`src/rtl/cba_add_scheduler.sv`:
```
// cba_add_scheduler
// Time-multiplexes one external 4-bit carry-bypass adder slice between two
// requesters. An accepted WIDTH-bit add is processed one nibble per cycle,
// least-significant first, with the carry rippled through a register.
//
// Ports
//   clk, rst_n                  clock, asynchronous active-low reset
//   req{0,1}_valid / _ready     request handshake (ready is combinational in IDLE)
//   req{0,1}_a, _b, _cin        operands and carry-in
//   slice_a, slice_b, slice_cin nibble operands driven to the adder slice
//   slice_sum, slice_cout       combinational result from the adder slice
//   resp_valid / resp_ready     response handshake
//   resp_sum, resp_cout         WIDTH-bit sum and final carry-out
//   resp_id                     requester that was served
module cba_add_scheduler #(
    parameter int unsigned WIDTH = 16
) (
    input  logic             clk,
    input  logic             rst_n,
    input  logic             req0_valid,
    input  logic             req1_valid,
    output logic             req0_ready,
    output logic             req1_ready,
    input  logic [WIDTH-1:0] req0_a,
    input  logic [WIDTH-1:0] req0_b,
    input  logic [WIDTH-1:0] req1_a,
    input  logic [WIDTH-1:0] req1_b,
    input  logic             req0_cin,
    input  logic             req1_cin,
    output logic [3:0]       slice_a,
    output logic [3:0]       slice_b,
    output logic             slice_cin,
    input  logic [3:0]       slice_sum,
    input  logic             slice_cout,
    output logic             resp_valid,
    input  logic             resp_ready,
    output logic [WIDTH-1:0] resp_sum,
    output logic             resp_cout,
    output logic             resp_id
);

    localparam int unsigned NPASS = WIDTH / 4;
    localparam int unsigned KW    = (NPASS > 1) ? $clog2(NPASS) : 1;
    localparam logic [KW-1:0] KLast = KW'(NPASS - 1);

    typedef enum logic [1:0] {StIdle, StRun, StDone} state_e;

    state_e           state_q;
    logic [KW-1:0]    k_q;
    logic [WIDTH-1:0] a_q;
    logic [WIDTH-1:0] b_q;
    logic [WIDTH-1:0] sum_q;
    logic             carry_q;
    logic             id_q;
    logic             rr_q;      // requester served last

    logic             grant_valid;
    logic             grant_id;
    logic             accept;
    logic             in_run;
    logic [KW+1:0]    bit_base;

    // Round-robin arbitration: on contention favour the one not served last.
    always_comb begin
        grant_valid = req0_valid | req1_valid;
        if (req0_valid && req1_valid) begin
            grant_id = ~rr_q;
        end else begin
            grant_id = req1_valid;
        end
    end

    // rst_n gates ready so it drops immediately while reset is held.
    assign accept     = rst_n && (state_q == StIdle) && grant_valid;
    assign req0_ready = accept && !grant_id;
    assign req1_ready = accept && grant_id;

    assign in_run    = (state_q == StRun);
    assign bit_base  = {k_q, 2'b00};
    assign slice_a   = in_run ? a_q[bit_base +: 4] : 4'h0;
    assign slice_b   = in_run ? b_q[bit_base +: 4] : 4'h0;
    assign slice_cin = in_run ? carry_q : 1'b0;

    assign resp_valid = (state_q == StDone);
    assign resp_sum   = sum_q;
    assign resp_cout  = carry_q;
    assign resp_id    = id_q;

    always_ff @(posedge clk or negedge rst_n) begin
        if (!rst_n) begin
            state_q <= StIdle;
            k_q     <= '0;
            a_q     <= '0;
            b_q     <= '0;
            sum_q   <= '0;
            carry_q <= 1'b0;
            id_q    <= 1'b0;
            rr_q    <= 1'b1;
        end else begin
            case (state_q)
                StIdle: begin
                    if (accept) begin
                        a_q     <= grant_id ? req1_a : req0_a;
                        b_q     <= grant_id ? req1_b : req0_b;
                        carry_q <= grant_id ? req1_cin : req0_cin;
                        id_q    <= grant_id;
                        sum_q   <= '0;
                        k_q     <= '0;
                        state_q <= StRun;
                    end
                end
                StRun: begin
                    sum_q[bit_base +: 4] <= slice_sum;
                    carry_q              <= slice_cout;
                    k_q                  <= k_q + 1'b1;
                    if (k_q == KLast) begin
                        state_q <= StDone;
                    end
                end
                StDone: begin
                    if (resp_ready) begin
                        rr_q    <= id_q;
                        state_q <= StIdle;
                    end
                end
                default: state_q <= StIdle;
            endcase
        end
    end

endmodule

```
`config.mk`:
```
export PLATFORM = sky130hd
export DESIGN_NAME = cba_add_scheduler
export DESIGN_NICKNAME = d
export VERILOG_FILES = /design/src/rtl/cba_add_scheduler.sv
export SDC_FILE = /design/constraint.sdc
export NUM_CORES = 1
export LEC_CHECK = 0
export BUFFER_PORTS_ARGS = -buffer_cell sky130_fd_sc_hd__buf_4
export CORE_MARGIN = 3
export CORE_UTILIZATION = 49
export DETAILED_ROUTE_END_ITERATION = 8
export PLACE_DENSITY = 0.8
export SLEW_MARGIN = 20
export SYNTH_ARGS = -nofsm -noshare
export SYNTH_HDL_FRONTEND = slang
export SYNTH_SLANG_ARGS = --single-unit
```
`constraint.sdc`:
```
create_clock -name clk -period 2.3 [get_ports clk]
set_input_delay 0.115 -clock clk [delete_from_list [all_inputs] [get_ports clk]]
set_output_delay 0.115 -clock clk [all_outputs]
set_load 0.1 [all_outputs]
```
Word-level counts from Yosys, hierarchy flattened
Index checks and enable logic that the tools add are counted.
- output and inout bits: 30
- bits in registers: 55
- input port bits: 76
- mux-type cells: 18
- bitwise gates (word level): 2
- shift operators: 4
- equal/unequal tests: 6
- reductions and logical operators: 12
- add/subtract/negate cells: 2
- operator list (cell ; count):
    $mux 16 ; 3
    $pmux 16 s2 ; 1
    $shiftx 16x5->4 ; 2
    $bwmux 16 ; 1
    $shift 4x6->16 const A ; 1
    $shiftx 4x6->16 ; 1
    $mux 2 ; 4
    $mux 4 ; 2
    $neg 4->6 ; 1
    $pmux 2 s3 ; 1
    $reduce_and 2->1 ; 3
    $logic_and 1x1->1 ; 5
    $eq 2x2->1 const B ; 2
    $mux 1 ; 4
    $ne 2x1->1 const B ; 2
    $pmux 2 s2 ; 1
    $reduce_and 3->1 ; 1
    $add 2x1->2 const B ; 1
    $eq 2x1->1 const B ; 1
    $logic_not 2->1 ; 1
    $ne 2x2->1 const B ; 1
    $pmux 1 s2 ; 1
    $reduce_bool 2->1 ; 1
    $logic_not 1->1 ; 1
    other kinds (2) ; 2

Depth between registers and ports, before layout
- word-level depth: 5
- depth in mapped cells: 6
- mapped depth without buffers: 5

Least setup slack after synthesis
OpenSTA, ideal clock, no wires.
- path type: register to register
- start point: register state_q[1]
- end point: register rr_q
- cell stages (with the launch flop): 5
- period minus slack after synthesis: 2.562 ns
- path buffers: 1
- setup slack: -0.262 ns
- data required time: 2.217 ns
- arrival: 2.479 ns
- library setup time: 0.083 ns
- cells stage by stage: dfrtp_1 clkbuf_1 nor2b_1 nand2_1 mux2_2
- longest elaborated chain between the ends: 2
- RTL lines (item ; line ; source):
    start: declaration ; 48 ; state_e state_q;
    start signal: assignment ; 91 ; state_q <= StIdle;
    start signal: assignment ; 109 ; state_q <= StRun;
    start signal: assignment ; 117 ; state_q <= StDone;
    $eq 2x2->1 ; - ;
    net resp_valid ; 35 ; output logic resp_valid,
    $reduce_and 2->1 (no line) ; - ;
    end signal: assignment ; 122 ; rr_q <= id_q;
    end: declaration ; 55 ; logic rr_q;
The timed path passes the listed nets, and every way through them passes these cells.
A chain may end at the register's enable or synchronous reset.

Final worst setup path
- start point: register state_q[1]
- end point: output req0_ready
- longest elaborated chain between the ends: 4
- RTL lines (item ; line ; source):
    $logic_not 2->1 ; 74 ; assign accept = rst_n && (state_q == StIdle) && grant_valid;
    $logic_and 1x1->1 (2 in a row) ; 74 ;
    $logic_and 1x1->1 ; 75 ; assign req0_ready = accept && !grant_id;
    end: declaration ; 22 ; output logic req0_ready,
Every way passes these cells.

==> results.cfg <==
[route]
wl_per_cell_um = 19.0
vias_per_cell = 5.92
wl_um = 7680
drt_iter0_markers = 163
num_vias = 2390
drtPass1Iterations = 4
postRouteAntennaNets = 0
remaining_drc_errors = 0

[placed_design]
gp_congestion = 0.807
portBuffers = 105
place_inst = 395
hpwl_um = 5710

[sta]
post-route-min-period_ns = 2.19
slew_viol_final = 0
max_freq_mhz = 457
fin_skew_ns = 0.00714
tns_ns = 0
relSlewSlack = 0.517
rsz0062_at_grt = no
setup_viol = 0
fin_crit_sh = 0.952
finalHoldViolCount = 0
worstMarginPinSlew_ns = 0.718

[worst_setup_path]
arrival_ns = 2.07
crit_buf_inv = 2
crit_family = simple AND/OR/NAND/NOR gates
crit_type = reg2out
crit_path_start_kind = flop
slowest_delay_ns = 0.51
cp_common_cell = buf_4
worstPathRequired_ns = 2.18
crit_chain = or3b_1 > nor3b_4 > buf_4 > buf_4
crit_fanout = 12
worstSetupEndpointType = output port
slowest_stage = dfrtp_1

[synthesis]
synth_top_area_frac = 0.476
ys_types = 29
synthTopCellsByCount = dfrtp_1 (54), a221o_1 (36), o21a_1 (32), a32o_1 (12), clkbuf_1 (12)
synth-main-ff-cell = dfrtp_1
ys_seq_area_frac = 0.485
synth_area_leaders = dfrtp_1 (48%), a221o_1 (13%), o21a_1 (8.5%)
yosysTopAreaCell = dfrtp_1
synth_most_common_cell = dfrtp_1
synthCells = 227
synthesis.nets = 309
async_flop_share = 1.00
synth_warnings = 0
ys_ff_latch = 55
synth_edf_count = 0
synthesis.area_mm2 = 0.00284
syn_area_per_cell_um2 = 12.5

[global_route]
grt_pass1_wl_um = 12100
grt_antenna_before_repair = 0
grt_max_degree = 51
grt_pass1_vias = 2509
grt-ovfl-total = 0
grt.total_usage = 0.239

[cts]
ctsResizeCount = 0
cts_buffers = 5
htree_levels = 2
path_clk_slew_ns = 0.10
root_buffer = clkbuf_8
cts_sinks = 55
max-clock-path-buffers = 2
clkLatencyLatePin_ns = 0.31
cts_tree = built
cts_setup_buffers = 0

[final_layout]
stdcell_count = 404
fillerInstances = 424
drive_gt1_frac = 0.446
final_nets = 413
postLayoutCoreUtil = 0.691
area_delta_synth_final_pct = 34.9
antennaDiodeCount = 0

[power_and_ir_drop]
irDropWorstVdd_mv = 0.886
p_per_area_mw_per_mm2 = 1500
leakagePower_uw = 0.00185
total_power_uw = 5730

[die]
die_h_um = 82.1
rows = 27
initial_core_util = 0.512
fp.dieW_um = 82.1
core_mm2 = 0.00554
io_pins = 106
dieArea_mm2 = 0.00674

[hold_path]
hold_path_class = in2reg

[run]
maxCapViolCount = 0

[run_status]
status = finished, final reports clean
==> worst register-to-register path, delay by kind of cell, from the launching register on <==
family	cells	cell delay, ns
compound gates	1	0.21
simple gates	2	1.18
flops	1	0.51
==> kinds of logic (layout without fill, tap and decap cells) <==
kind of cell	after synthesis	count (layout)	share of synthesized area
multiplexers	9	9	0.0675
flip-flops	55	55	0.485
AO/OA/AOI/OAI	95	95	0.295
buffers and inverters	30	135	0.0551
AND/OR/NAND/NOR	32	32	0.0705
adder cells (fa/ha/maj)	6	6	0.0265
==> layout by cell type (no fill, tap or decap), drive strengths merged, types with 5 or more instances in the layout <==
| cell | count |
|---|---|
| inv | 8 |
| dfrtp | 54 |
| o211a | 5 |
| buf | 118 |
| o21a | 32 |
| a221o | 36 |
| ha | 6 |
| mux4 | 8 |
| nand2 | 6 |
| nor2b | 10 |
| a32o | 12 |
| clkbuf | 7 |
==> timing repair <==
item,CTS,global route
endpoints found under the hold margin,5,0
endpoints found under the setup margin,0,0
hold buffers,1,0
==> worst paths after layout <==
check                                    startpoint                       end  slack (ns)  depth (start not counted)
max reg2reg                  state_q[1]$_DFFE_PN0P_   resp_sum[5]$_DFFE_PN0P_        0.33                          3
min in group asynchronous                     rst_n    state_q[0]$_DFFE_PN0P_        0.15                          2
max in group asynchronous                     rst_n  resp_sum[13]$_DFFE_PN0P_        1.32                          3
min reg2reg                resp_sum[11]$_DFFE_PN0P_  resp_sum[11]$_DFFE_PN0P_        0.53                          1
min                                        req1_cin     resp_cout$_DFFE_PN0P_        0.02                          2
max                          state_q[1]$_DFFE_PN0P_                req0_ready        0.11                          4
==> power breakdown <==
group | total (uW) | switching [uW] | internal (uW)
clock | 591 | 316 | 275
combinational | 3520 | 2290 | 1230
sequential | 1610 | 254 | 1360
==> state kept, by name, summed over array words and instances, names as in the netlist <==
signal and cells:
b_q 16, rr_q 1, resp_sum 16, resp_id 1
k_q 2, resp_cout 1, state_q 2, a_q 16
==> routing by layer <==
metal	track usage	wire length [um]
met5	0	0
met3	0.0445	367
met1	0.297	3180
met4	0.0864	132
met2	0.414	3990
==> through the flow <==
step / area, um^2 / hold slack [ns] / setup slack (ns)
floorplan: 2860 / -0.181 / 0.309
global placement: 3710 / -0.0600 / 0.506
detailed placement: 3710 / -0.0586 / 0.403
CTS: 3830 / 0.0128 / 0.132
global route: 3830 / 0.0116 / 0.0398
finish: 3830 / 0.0212 / 0.111
==> area by class of cell <==
class	instances	area (um^2)	share of cell area
multi-input cells	142	1330	0.348
flip-flops and latches	55	1380	0.360
well taps	72	90.1	0.0235
clock buffers	7	96.3	0.0252
repair buffers	119	896	0.234
inverters	8	30.0	0.00784
clock inverters	1	7.51	0.00196
(Power assumes the default switching activity.)
